--- src/rtl/uart_pkg.sv ---
// Shared UART definitions: FSM state encoding, default line settings and the
// baud-counter width helper. The RX and TX paths both use them.
package uart_pkg;

   localparam int unsigned CLK_HZ_DEF = 50_000_000;
   localparam int unsigned BAUD_DEF   = 115_200;

   typedef enum logic [2:0] {
      ST_IDLE    = 3'd0,
      ST_START   = 3'd1,
      ST_DATA    = 3'd2,
      ST_STOP    = 3'd3,
      ST_RECOVER = 3'd4
   } uart_state_e;

   // Width of a counter that spans 0..div-1, with one bit of headroom.
   function automatic int unsigned baud_cnt_width(input int unsigned div);
      return $clog2(div) + 1;
   endfunction

endpackage

--- src/rtl/uart_rx_core_if.sv ---
// Receive-side signal bundle between the serial pin, the FIFO manager and the RX core.
interface uart_rx_core_if;

   logic       RX_Pin;
   logic       RxEn;
   logic [7:0] Rx_Dat;
   logic       RxDoneflg;
   logic       FrameErr;
   logic       Busy;

   modport master (
      output RX_Pin,
      output RxEn,
      input  Rx_Dat,
      input  RxDoneflg,
      input  FrameErr,
      input  Busy
   );

   modport slave (
      input  RX_Pin,
      input  RxEn,
      output Rx_Dat,
      output RxDoneflg,
      output FrameErr,
      output Busy
   );

endinterface

--- src/rtl/uart_baud_tick.sv ---
// Bit-period counter with restart. It flags the half-bit and full-bit points of
// the current bit period and wraps by itself at the end of each period.
module uart_baud_tick
   import uart_pkg::*;
#(
   parameter int unsigned BAUD_DIV = 16
) (
   input  logic clk,
   input  logic rst,
   input  logic i_restart,
   output logic o_half_c,
   output logic o_full_c
);

   localparam int unsigned CW   = baud_cnt_width(BAUD_DIV);
   localparam int unsigned HALF = BAUD_DIV / 2;

   logic [CW-1:0] r_cnt;

   // Counts 0..BAUD_DIV-1. Restart forces 0 in the following cycle.
   always_ff @(posedge clk or posedge rst) begin
      if (rst) begin
         r_cnt <= '0;
      end else if (i_restart || o_full_c) begin
         r_cnt <= '0;
      end else begin
         r_cnt <= r_cnt + CW'(1);
      end
   end

   assign o_half_c = (r_cnt == CW'(HALF - 1));
   assign o_full_c = (r_cnt == CW'(BAUD_DIV - 1));

endmodule

--- src/rtl/uart_rx_core.sv ---
// 8N1 serial receive engine. It synchronises the pin, detects the start bit,
// samples each bit at mid-period and pulses a done or framing-error flag per frame.
module uart_rx_core
   import uart_pkg::*;
#(
   parameter int unsigned CLK_HZ = CLK_HZ_DEF,
   parameter int unsigned BAUD   = BAUD_DEF
) (
   input  logic           CLK,
   input  logic           RST,
   uart_rx_core_if.slave  io_rx
);

   localparam int unsigned BAUD_DIV = CLK_HZ / BAUD;

   localparam logic [2:0] S_IDLE    = ST_IDLE;
   localparam logic [2:0] S_START   = ST_START;
   localparam logic [2:0] S_DATA    = ST_DATA;
   localparam logic [2:0] S_STOP    = ST_STOP;
   localparam logic [2:0] S_RECOVER = ST_RECOVER;

   if (BAUD_DIV < 4) begin : g_baud_div_check
      $error("uart_rx_core: CLK_HZ/BAUD must be at least 4");
   end

   logic       r_sync1;
   logic       r_rx_s;
   logic       r_rx_d;
   logic       w_fall;

   logic [2:0] r_state;
   logic [2:0] w_state_nxt;
   logic [2:0] r_bit_idx;
   logic [2:0] w_bit_idx_nxt;
   logic [7:0] r_shift;
   logic [7:0] w_shift_nxt;
   logic       w_restart;
   logic       w_half;
   logic       w_full;
   logic       w_done_nxt;
   logic       w_err_nxt;

   logic [7:0] r_dat;
   logic       r_done;
   logic       r_err;
   logic       r_busy;

   // Two-flop synchroniser plus one delay stage for the falling-edge detector.
   always_ff @(posedge CLK or posedge RST) begin
      if (RST) begin
         r_sync1 <= 1'b1;
         r_rx_s  <= 1'b1;
         r_rx_d  <= 1'b1;
      end else begin
         r_sync1 <= io_rx.RX_Pin;
         r_rx_s  <= r_sync1;
         r_rx_d  <= r_rx_s;
      end
   end

   assign w_fall = r_rx_d & ~r_rx_s;

   uart_baud_tick #(
      .BAUD_DIV (BAUD_DIV)
   ) u_baud_tick (
      .clk       (CLK),
      .rst       (RST),
      .i_restart (w_restart),
      .o_half_c  (w_half),
      .o_full_c  (w_full)
   );

   always_ff @(posedge CLK or posedge RST) begin
      if (RST) begin
         r_state   <= S_IDLE;
         r_bit_idx <= '0;
         r_shift   <= '0;
      end else begin
         r_state   <= w_state_nxt;
         r_bit_idx <= w_bit_idx_nxt;
         r_shift   <= w_shift_nxt;
      end
   end

   // The counter is held at zero in IDLE so the start-bit mid-point is
   // measured from the detected edge.
   always_comb begin
      w_state_nxt   = r_state;
      w_bit_idx_nxt = r_bit_idx;
      w_shift_nxt   = r_shift;
      w_restart     = 1'b0;
      w_done_nxt    = 1'b0;
      w_err_nxt     = 1'b0;

      case (r_state)
         S_IDLE: begin
            w_restart = 1'b1;
            if (w_fall && io_rx.RxEn) begin
               w_state_nxt = S_START;
            end
         end
         S_START: begin
            if (w_half) begin
               w_restart = 1'b1;
               if (!r_rx_s) begin
                  w_state_nxt   = S_DATA;
                  w_bit_idx_nxt = '0;
               end else begin
                  w_state_nxt = S_IDLE;
               end
            end
         end
         S_DATA: begin
            if (w_full) begin
               w_shift_nxt   = {r_rx_s, r_shift[7:1]};
               w_bit_idx_nxt = r_bit_idx + 3'd1;
               if (r_bit_idx == 3'd7) begin
                  w_state_nxt = S_STOP;
               end
            end
         end
         S_STOP: begin
            if (w_full) begin
               if (r_rx_s) begin
                  w_done_nxt  = 1'b1;
                  w_state_nxt = S_IDLE;
               end else begin
                  w_err_nxt   = 1'b1;
                  w_state_nxt = S_RECOVER;
               end
            end
         end
         S_RECOVER: begin
            // A held-low line (break) must return high before the next frame is accepted.
            if (r_rx_s) begin
               w_state_nxt = S_IDLE;
            end
         end
         default: begin
            w_state_nxt = S_IDLE;
         end
      endcase
   end

   always_ff @(posedge CLK or posedge RST) begin
      if (RST) begin
         r_dat  <= 8'h00;
         r_done <= 1'b0;
         r_err  <= 1'b0;
         r_busy <= 1'b0;
      end else begin
         r_done <= w_done_nxt;
         r_err  <= w_err_nxt;
         r_busy <= (w_state_nxt != S_IDLE);
         if (w_done_nxt) begin
            r_dat <= r_shift;
         end
      end
   end

   assign io_rx.Rx_Dat    = r_dat;
   assign io_rx.RxDoneflg = r_done;
   assign io_rx.FrameErr  = r_err;
   assign io_rx.Busy      = r_busy;

endmodule
--- src/flat_wrapper.sv ---
// flat-port wrapper written by rule: the top's interface ports become plain ports
module uart_rx_core_flat import uart_pkg::*;
#(
   parameter int unsigned CLK_HZ = CLK_HZ_DEF,
   parameter int unsigned BAUD   = BAUD_DEF
)
  (CLK, RST, io_rx_RX_Pin, io_rx_RxEn, io_rx_Rx_Dat, io_rx_RxDoneflg, io_rx_FrameErr, io_rx_Busy);
  uart_rx_core_if io_rx_i ();
  input  logic CLK;
  input  logic RST;
  input wire logic [$bits(io_rx_i.RX_Pin)-1:0] io_rx_RX_Pin;
  input wire logic [$bits(io_rx_i.RxEn)-1:0] io_rx_RxEn;
  output wire logic [$bits(io_rx_i.Rx_Dat)-1:0] io_rx_Rx_Dat;
  output wire logic [$bits(io_rx_i.RxDoneflg)-1:0] io_rx_RxDoneflg;
  output wire logic [$bits(io_rx_i.FrameErr)-1:0] io_rx_FrameErr;
  output wire logic [$bits(io_rx_i.Busy)-1:0] io_rx_Busy;
  assign io_rx_i.RX_Pin = io_rx_RX_Pin;
  assign io_rx_i.RxEn = io_rx_RxEn;
  assign io_rx_Rx_Dat = io_rx_i.Rx_Dat;
  assign io_rx_RxDoneflg = io_rx_i.RxDoneflg;
  assign io_rx_FrameErr = io_rx_i.FrameErr;
  assign io_rx_Busy = io_rx_i.Busy;
  uart_rx_core #(.CLK_HZ(CLK_HZ), .BAUD(BAUD)) u_core (.CLK(CLK), .RST(RST), .io_rx(io_rx_i));
endmodule
--- config.mk ---
export PLATFORM = sky130hd
export DESIGN_NAME = uart_rx_core_flat
export DESIGN_NICKNAME = d
export VERILOG_FILES = /design/src/rtl/uart_pkg.sv /design/src/rtl/uart_rx_core_if.sv /design/src/rtl/uart_baud_tick.sv /design/src/rtl/uart_rx_core.sv /design/src/flat_wrapper.sv
export SDC_FILE = /design/constraint.sdc
export NUM_CORES = 1
export LEC_CHECK = 0
export BUFFER_PORTS_ARGS = -buffer_cell sky130_fd_sc_hd__buf_4
export CORE_MARGIN = 4
export CORE_UTILIZATION = 55
export CTS_BUF_LIST = sky130_fd_sc_hd__clkbuf_2 sky130_fd_sc_hd__clkbuf_4 sky130_fd_sc_hd__clkbuf_8
export CTS_CLUSTER_DIAMETER = 30
export DETAILED_ROUTE_END_ITERATION = 10
export GPL_ROUTABILITY_DRIVEN = 0
export PLACE_DENSITY = 0.74
export SYNTH_ARGS = -nofsm -noshare
export SYNTH_HDL_FRONTEND = slang
export SYNTH_HIERARCHICAL = 1
export SYNTH_SLANG_ARGS = --single-unit
--- constraint.sdc ---
create_clock -name CLK -period 5.31 [get_ports CLK]
set_input_delay 0.7965 -clock CLK [delete_from_list [all_inputs] [get_ports CLK]]
set_output_delay 0.7965 -clock CLK [all_outputs]
set_load 0.02 [all_outputs]
==> summary.md, run 1 <==
| Metric | Value |
|---|---|
| Final #Nets | 172 |
| R2r setup slk | 2.68 ns |
| Hold Buf Count CTS | 0 |
| Initial DRC count | just over 80 |
| Most common cell after layout, fill and taps aside | dfrtp_1 |
| Initial antenna violation count | 0 |
| Most frequent cells in the layout | dfrtp_1 (35), buf_4 (14), inv_1 (10) |
| DP Worst Slack | between 2 and 3 ns |
| Clock Skew | 0.00752 ns |
| Critical path fanouts, max | 9 |
| Ys flop type | dfrtp_1 |
| Core Region | 3080 sq um |
| Synth Instances | between 100 and 150 |
| RSZ-0062 raised after global routing | false |
| First-pass GRT wire length | 5.17 mm |
| Drt wl/cell | 13.8 um |
| Hold Crit Class | reg2reg |
| Required time of the critical path | 5.54 ns |
| Fin cells | 208 |
| Pwr Density | 235 nW/um^2 |
| DR vias | 1,120 |
| Skew-Pair Late Insertion Delay | 0.35 ns |
| Leak Pwr | 0.952 nW |
| CP max stage cell | nor3b_1 |
| Die H | 64.9 um |
| CP Cell Sequence | and4bb_2 > nor3b_1 > nand4b_1 > or2_1 > mux2_4 |
| Syn-to-layout area delta | 9.77% |
| Clock Root Buffer | clkbuf_4 |
| Layout cells sized above 1 | 30.5% |
| I/O Pins | 15 |
| Routed via count divided by cell count | approximately 5.4 |
| DRC Markers | 0 |
| Setup TNS | 0 ns |
| Register area share after synthesis | 53.7% |
| # Max-Cap Violations | 0 |
| Min cycle time layout | 2.63 ns |
| GRT overflow | 0 |
| Synth warn | 6 |
| Post-synthesis cell type count | 37 |
| Port buffer count | 14 |
| Mapped Avg Cell Area | 11.9 sq um |
| Least-Margin Pin Slew | 1.01 ns |
| Vias in the first global route | 1,080 |
| Initial core utilization | 57.8% |
| Clock Sinks | 38 |
| Final Cycle Share | a little under 50% |
| Total track usage | 16.4% |
| Max frequency | ~0.38 GHz |
| Rel. slew slack | between 30% and 40% |
| CTS max path bufs | 2 |
| Full die area | 4210 sq um |
| Post-synth EDFFs | 0 |
| Final core utilization | 63.5% |
| Hpwl dp | 1.98 mm |
| Crit path DAT | 2.87 ns |
| Synthesized flop and latch total | 38 |
| TritonCTS Buffers | 5 |
| CTS tree | yes |
| Final Setup Violations | 0 |
| Post-Syn Nets | around 160 |
| CP max stage delay | 0.59 ns |
| H-tree depth | 2 |
| Peak supply drop | around 130 uV |
| Async set-reset flop share out of synthesis | 100% |
| DRT Wirelength | 2.88 mm |
| Post-CTS Setup Repair Bufs | 0 |
| Setup crit start kind | flop |
| PostCTS Resize Cnt | 0 |
| Post-DRT Antenna Nets | 0 |
| Worst-path clk slew | ~0.1 ns |
| Pin count of the biggest net entering global routing | 29 |
| Inst Count DP | 200 |
| Ant. Diodes | 0 |
| Post-route setup slack | 2.68 ns |
| Drt pass-1 iters | 4 |
| Setup crit end kind | flop |
| Rows | 20 |
| Crit Path Class | reg2reg |
| Total power | 0.459 mW |
| Cell Area, Synth | 1780 sq um |
| Die width | between 60 and 70 um |
| Final Max Slew Viols | 0 |
| Final hold vios | 0 |
| Status | completed |
==> cells by family after synthesis <==
logic type      synth area share (%)
simple gates                    17.5
flops                           53.7
xor+xnor                        1.48
mux                             12.4
compound gates                  6.47
buf+inv                         4.92
fa+ha+maj                       3.52
==> flip-flops by register name, summed over array words and instances, names as in the netlist <==
| register | flops |
|---|---|
| u_core/u_baud_tick/r_cnt | 10 |
| u_core/io_rx.Rx_Dat | 8 |
| u_core/r_shift | 8 |
| u_core/r_bit_idx | 3 |
| u_core/r_state | 3 |
| u_core/io_rx.Busy | 1 |
| u_core/io_rx.FrameErr | 1 |
| u_core/io_rx.RxDoneflg | 1 |
| u_core/r_rx_d | 1 |
| u_core/r_rx_s | 1 |
| u_core/r_sync1 | 1 |
==> final cells by class <==
cell class              count  area [sq um]
repair buffers             14           105
inverters                  10          37.5
multi-input cells          94           737
fillers                   250          1120
clock inverters             1          5.00
flip-flops and latches     38           955
clock buffers               7          58.8
well taps                  44          55.1
==> final timing paths <==
kind / from / to / cells past startpoint
worst min register to register: u_core/r_sync1 / u_core/r_rx_s / 0
min in group asynchronous: RST / u_core/u_baud_tick/r_cnt[7] / 2
worst min-delay path: u_core/r_sync1 / u_core/r_rx_s / 0
worst max register to register: u_core/u_baud_tick/r_cnt[2] / u_core/io_rx.Rx_Dat[6] / 5
max in group asynchronous: RST / u_core/r_state[0] / 2
worst max-delay path: u_core/u_baud_tick/r_cnt[2] / u_core/io_rx.Rx_Dat[6] / 5
==> critical path: cells and delay by family, from the launching register on <==
| kind | cells | cell delay, ns |
|---|---|---|
| flops | 1 | 0.46 |
| mux | 1 | 0.37 |
| simple gates | 4 | 1.69 |
==> where the power goes <==
| group | switching [mW] | leakage, nW | total (mW) | internal (mW) |
|---|---|---|---|---|
| Clock | 0.0894 | 0.0387 | 0.159 | 0.0692 |
| Combinational | 0.00579 | 0.418 | 0.00765 | 0.00186 |
| Sequential | 0.00122 | 0.496 | 0.293 | 0.291 |
| Total | 0.0965 | 0.952 | 0.459 | 0.362 |
==> stage by stage <==
stage          instance area (sq um)  hold WS, ns
2_1_floorplan                   1780        0.345
3_5_place_dp                    1890        0.350
6_report                        1950        0.364
4_1_cts                         1950        0.366
3_3_place_gp                    1890        0.346
5_1_grt                         1950        0.374
==> layer usage <==
metal,global-route usage [%],part of all wire [%],vias up
met3,6.41,3.6,6
met1,23.0,49,545
met4,6.86,1.8,0
li1,-,-,555
met5,0,0,-
met2,22.5,46,14
==> synthesized netlist by cell type (all sizes together) (3+ instances only) <==
cell / count / area, sq um
a21oi: 8 / 43.8
and4bb: 3 / 37.5
buf: 5 / 42.5
dfrtp: 35 / 876
dfstp: 3 / 78.8
ha: 5 / 62.6
inv: 10 / 37.5
mux2: 17 / 221
nand2: 8 / 32.5
nand3: 6 / 30.0
nand4: 4 / 25.0
nand4b: 3 / 26.3
nor2: 9 / 33.8
o21ai: 6 / 30.0
or3: 3 / 18.8
No activity file was read; power rests on OpenSTA's default activity.
==> run 2, diff against run 1 <==
Clock period 5.31 ns to 2.65 ns, I/O delays scaled along.
==> run 2 against run 1 <==
Fmax rose by 19%. Setup slack got worse by 2.2 ns. Routed wire length rose by 3.2%. Non-clock buffer count rose by 2. Power rose by 94%. Design area rose by 0.19%. Combinational power rose by 120%. Utilization rose by 0.12 points. Via count rose by 3.1%. First-iteration DRC count fell by 35%. Critical path depth did not move.
==> summary.md, run 2 (synthesized netlist as in run 1, its figures left out) <==
| Metric | Value |
|---|---|
| Initial DRC count | 53 (-35%) |
| Rel. slew slack | 63.4% (+31 points) |
| I/O Pins | 15 (unchanged) |
| Cells on worst reg2reg path | 5 (unchanged) |
| Port buffer count | 14 (unchanged) |
| Hpwl dp | 2.09 mm (+5.8%) |
| Final Setup Violations | 0 (unchanged) |
| Setup TNS | 0 ns (unchanged) |
| Layout cells sized above 1 | 30.9% (+0.42 points) |
| R2R Path End | u_core/io_rx.Rx_Dat[6] |
| Post-route setup slack | 0.435 ns (-2.24 ns) |
| Die width | 64.9 um (unchanged) |
| Peak supply drop | 358 uV (+170%) |
| Initial antenna violation count | 0 (unchanged) |
| Pwr Density | 455 nW/um^2 (+94%) |
| Die H | 64.9 um (unchanged) |
| Most frequent cells in the layout | dfrtp_1 (35), buf_4 (16), inv_1 (10) |
| DRT Wirelength | 2.97 mm (+3.2%) |
| Leak Pwr | 0.956 nW (+0.40%) |
| Clock Skew | 0.00907 ns (+0.00154 ns) |
| Crit Path Class | reg2reg |
| Worst-path clk slew | 0.10 ns (about the same) |
| PostCTS Resize Cnt | 0 (unchanged) |
| RSZ-0062 raised after global routing | false |
| Pin count of the biggest net entering global routing | 29 (unchanged) |
| Full die area | 4210 sq um (unchanged) |
| Crit path DAT | 2.43 ns (-0.44 ns) |
| Min cycle time layout | 2.21 ns (-0.417 ns) |
| Total track usage | 16.5% (+0.11 points) |
| Required time of the critical path | 2.86 ns (-2.68 ns) |
| Worst r2r src | u_core/u_baud_tick/r_cnt[2] |
| Final Cycle Share | 83.6% (+34 points) |
| DR vias | 1,155 (+3.1%) |
| Status | completed |
| Max reg flops | 10 (unchanged) |
| CTS max path bufs | 2 (unchanged) |
| TritonCTS Buffers | 5 (unchanged) |
| Initial core utilization | 57.8% (unchanged) |
| Final hold vios | 0 (unchanged) |
| R2r setup slk | 0.44 ns (-2.24 ns) |
| Post-DRT Antenna Nets | 0 (unchanged) |
| Final #Nets | 174 (+1.2%) |
| Ant. Diodes | 0 (unchanged) |
| Setup crit start kind | flop |
| Least-Margin Pin Slew | 0.549 ns (-0.458 ns) |
| Placed Area | 1900 sq um (+0.79%) |
| Final Max Slew Viols | 0 (unchanged) |
| Most common cell after layout, fill and taps aside | dfrtp_1 |
| Max frequency | 0.451 GHz (+19%) |
| DRC Markers | 0 (unchanged) |
| Clock Sinks | 38 (unchanged) |
| Rows | 20 (unchanged) |
| CTS tree | yes |
| DP Worst Slack | 0.474 ns (-2.28 ns) |
| Vias in the first global route | 1,130 (+4.6%) |
| Critical path fanouts, max | 9 (unchanged) |
| Syn-to-layout area delta | 9.99% |
| Drt wl/cell | 14.2 um (+2.7%) |
| Skew-Pair Late Insertion Delay | 0.33 ns (-0.02 ns) |
| Drt pass-1 iters | 4 (unchanged) |
| Core Region | 3080 sq um (unchanged) |
| # Max-Cap Violations | 0 (unchanged) |
| Fin area | 1960 sq um (+0.19%) |
| Routed via count divided by cell count | 5.53 (+2.6%) |
| Hold Crit Class | in2async |
| Clock Root Buffer | clkbuf_4 |
| Hold Buf Count CTS | 0 (unchanged) |
| Largest Register | u_core/u_baud_tick/r_cnt |
| GRT overflow | 0 (unchanged) |
| Post-CTS Setup Repair Bufs | 0 (unchanged) |
| First-pass GRT wire length | 5.33 mm (+3.1%) |
| H-tree depth | 2 (unchanged) |
| Setup crit end kind | flop |
## run 2: cell types whose count changed in the layout (fill, tap and decap cells not counted)
| cell | before | now |
|---|---|---|
| buf_4 | 14 | 16 |
| clkbuf_8 | 1 | 0 |
| clkinv_2 | 1 | 0 |
| clkbuf_4 | 6 | 7 |
## run 2: routing by layer
metal | vias to the layer above | global-route usage [%] | wire length [um]
met5 | - | 0 | 0
met4 | 0 | 3.96 | 15
met3 | 2 | 6.24 | 100
met2 | 19 | 24.4 | 1460
met1 | 575 | 23.0 | 1400
li1 | 559 | - | -
## run 2: area by class of cell
cell class	count	area [sq um]
timing repair buffer	16	120
inverter	10	37.5
fill	259	1120
sequential	38	955
clock buffer	7	52.6
multi-input combinational	94	737
tap	44	55.1
## run 2: metrics by stage
step	total power [mW]	hold slack [ns]	cells	utilization, %
detailed placement	0.615	0.347	202	61.9
CTS	0.907	0.0343	209	63.6
finish	0.891	0.0426	209	63.6
floorplan	0.606	0.238	149	-
global placement	0.614	0.346	202	61.9
global route	0.941	0.0505	209	63.6
## run 2: worst max-delay path, cell delays in order (launching register included)
cell	delay (ns)
dfrtp_1	0.45
and4bb_2	0.33
nor3b_1	0.27
nand4b_1	0.20
or2_1	0.47
mux2_4	0.37
## run 2: how the worst max path moves through the flow
stage / start / depth (start not counted) / to / slack (ns)
global placement: u_core/u_baud_tick/r_cnt[2] / 5 / u_core/io_rx.Rx_Dat[6] / 0.54
finish: u_core/u_baud_tick/r_cnt[2] / 5 / u_core/io_rx.Rx_Dat[6] / 0.44
global route: u_core/u_baud_tick/r_cnt[1] / 7 / u_core/io_rx.Rx_Dat[2] / 0.13
floorplan: u_core/u_baud_tick/r_cnt[2] / 6 / u_core/io_rx.Rx_Dat[0] / 0.48
detailed placement: u_core/u_baud_tick/r_cnt[2] / 5 / u_core/io_rx.Rx_Dat[2] / 0.47
CTS: u_core/u_baud_tick/r_cnt[2] / 5 / u_core/io_rx.Rx_Dat[6] / 0.45
## run 2: report_power, final
part / switching [mW] / leakage [nW] / internal (mW)
Sequential: 0.00224 / 0.496 / 0.584
Combinational: 0.0120 / 0.428 / 0.00473
Clock: 0.167 / 0.0322 / 0.121
Total: 0.182 / 0.956 / 0.709
==> run 3, diff against run 2 <==
Clock period 2.65 ns to 2.04 ns, I/O delays scaled along.
==> run 3 against run 2 <==
Die area unchanged. Worst hold slack better by 0.019 ns. Clock skew down 0.00080 ns.
==> summary.md, run 3 (synthesized netlist as in run 1, its figures left out) <==
| Metric | Value |
|---|---|
| Status | completed |
| Clock Sinks | 38 (unchanged) |
| Vias in the first global route | 1,143 (+1.2%) |
| Leak Pwr | 1.02 nW (+6.6%) |
| I/O Pins | 15 (unchanged) |
| Rel. slew slack | 72.8% (+9.4 points) |
| Top sig layer | met4 |
| Die width | 64.9 um (unchanged) |
| Post-DRT Antenna Nets | 0 (unchanged) |
| Full die area | 4210 sq um (unchanged) |
| Combinational Power Share | 1.7% (-0.2 points) |
| DP Worst Slack | 0.0174 ns (-0.456 ns) |
| Power share of the clock group | 44.6% (+12 points) |
| Register area | 955 sq um (unchanged) |
| Worst-path clk slew | 0.12 ns (+0.02 ns) |
| Die H | 64.9 um (unchanged) |
| Required time of the critical path | 2.28 ns (-0.58 ns) |
| Final core utilization | 67.9% (+4.3 points) |
| Initial core utilization | 57.8% (unchanged) |
| Port buffer count | 14 (unchanged) |
| Final hold vios | 0 (unchanged) |
| Setup crit end kind | flop |
| Max reg flops | 10 (unchanged) |
| Initial DRC count | 40 (-25%) |
| Final Setup Violations | 0 (unchanged) |
| DR vias | 1,184 (+2.5%) |
| CTS tree | yes |
| Most frequent cells in the layout | dfrtp_1 (35), buf_4 (23), inv_1 (10) |
| Pwr Density | 679 nW/um^2 (+49%) |
| Post-CTS Setup Repair Bufs | 0 (unchanged) |
| # Max-Cap Violations | 0 (unchanged) |
| Hold Crit Class | in2reg |
| H-tree depth | 2 (unchanged) |
| Hpwl dp | 2.07 mm (-1.1%) |
| Met3 WL | 105 um (+5.0%) |
| TritonCTS Buffers | 5 (unchanged) |
| Hold wc startpoint | io_rx_RX_Pin |
| Final Cycle Share | 94.5% (+11 points) |
| Least-Margin Pin Slew | 0.407 ns (-0.142 ns) |
| Setup TNS | 0 ns (unchanged) |
| Critical path fanouts, max | 10 (+1) |
| Largest Register | u_core/u_baud_tick/r_cnt |
| Multi-input logic area | 753 sq um (+2.2%) |
| Final Max Slew Viols | 0 (unchanged) |
| Post-route setup slack | 0.112 ns (-0.323 ns) |
| Min cycle time layout | 1.93 ns (-0.287 ns) |
| Power share of the sequential group | 53.7% (-12 points) |
| Pin count of the biggest net entering global routing | 29 (unchanged) |
| Ant. Diodes | 0 (unchanged) |
| Max frequency | 0.519 GHz (+15%) |
| Setup crit start kind | flop |
| RSZ-0062 raised after global routing | false |
| DRT Wirelength | 3.02 mm (+1.7%) |
| Routed met2 length | 1.45 mm (-0.34%) |
| Net Sw Frac | 19.0% (-1.4 points) |
| Rows | 20 (unchanged) |
| Drt wl/cell | 13.9 um (-2.5%) |
| CTS max path bufs | 2 (unchanged) |
| R2R Path End | u_core/r_shift[5] |
| Skew-Pair Late Insertion Delay | 0.34 ns (about the same) |
| Crit Path Class | reg2reg |
| Total track usage | 16.8% (+0.23 points) |
| Clock Root Buffer | clkbuf_4 |
| Clock Skew | 0.00827 ns (-0.000797 ns) |
| Final #Nets | 182 (+4.6%) |
| P_sw | 0.269 mW (+48%) |
| Core Region | 3080 sq um (unchanged) |
| Hold Crit Depth | 1 |
| R2r setup slk | 0.11 ns (-0.32 ns) |
| Routed via count divided by cell count | 5.43 (-1.7%) |
| Peak supply drop | 475 uV (+33%) |
| Syn-to-layout area delta | 17.4% |
| DRT met1 WL | 1.45 mm (+3.3%) |
| Worst r2r src | u_core/u_baud_tick/r_cnt[1] |
| First-pass GRT wire length | 5.33 mm (+0.13%) |
| Layout cells sized above 1 | 36.2% (+5.3 points) |
| Internal cell power | 1.15 mW (+62%) |
| Cells on worst reg2reg path | 7 (+2) |
| Drt pass-1 iters | 4 (unchanged) |
| Hold EP | u_core/r_sync1 |
| GRT overflow | 0 (unchanged) |
| Fillcell total | 226 (-13%) |
| Initial antenna violation count | 0 (unchanged) |
| DRC Markers | 0 (unchanged) |
| Crit path DAT | 2.17 ns (-0.26 ns) |
| Most common cell after layout, fill and taps aside | dfrtp_1 |
## run 3: final cells by class
type | instances | share of cell area, %
well taps | 44 | 2.63
clock buffers | 5 | 1.80
flip-flops and latches | 38 | 45.7
repair buffers | 24 | 8.74
inverters | 10 | 1.80
clock inverters | 3 | 3.29
multi-input cells | 94 | 36.0
## run 3: how the worst max path moves through the flow
stage / start / to / slack, ns / cells past startpoint
2_1_floorplan: u_core/u_baud_tick/r_cnt[1] / u_core/io_rx.Rx_Dat[0] / 0.06 / 8
3_3_place_gp: u_core/u_baud_tick/r_cnt[1] / u_core/io_rx.Rx_Dat[4] / 0.07 / 7
3_5_place_dp: u_core/u_baud_tick/r_cnt[1] / u_core/io_rx.Rx_Dat[2] / 0.02 / 7
4_1_cts: u_core/u_baud_tick/r_cnt[1] / u_core/r_shift[5] / 0.02 / 7
5_1_grt: u_core/u_baud_tick/r_cnt[0] / u_core/r_bit_idx[2] / 0.003 / 7
6_report: u_core/u_baud_tick/r_cnt[1] / u_core/r_shift[5] / 0.11 / 7
## run 3: routing by layer
metal,GRT usage [%],up-vias
li1,-,571
met1,22.2,594
met2,25.3,17
met3,5.72,2
met4,6.33,0
met5,0,-
## run 3: per-stage QoR
| stage | instance area [sq um] | power [mW] | instances | hold slack [ns] |
|---|---|---|---|---|
| floorplan | 1780 | 0.788 | 149 | 0.146 |
| detailed placement | 1960 | 0.800 | 209 | 0.331 |
| CTS | 2080 | 1.44 | 218 | 0.0379 |
| global route | 2090 | 1.48 | 218 | 0.0296 |
| finish | 2090 | 1.42 | 218 | 0.0612 |
| global placement | 1960 | 0.799 | 209 | 0.321 |
## run 3: power groups by stage
stage	registers [mW]	logic [mW]	clock network, mW
4_1_cts	0.762	0.0250	0.654
2_1_floorplan	0.775	0.0128	0
5_1_grt	0.763	0.0280	0.689
3_3_place_gp	0.776	0.0227	0
3_5_place_dp	0.776	0.0236	0
6_report	0.762	0.0234	0.633
## run 3: critical path, cell delays in order, from the launching register on
cell	delay [ns]
dfrtp_1	0.40
inv_1	0.08
ha_1	0.16
nand4b_1	0.12
nor3b_2	0.22
buf_4	0.16
and4bb_4	0.34
mux2_2	0.36
## run 3: timing repair
action / 4_1_cts / 5_1_grt
endpoints found under the hold margin: 10 / 0
gates resized for setup: 1 / 4
setup endpoints to repair: 8 / 17
hold buffers: 1 / 0
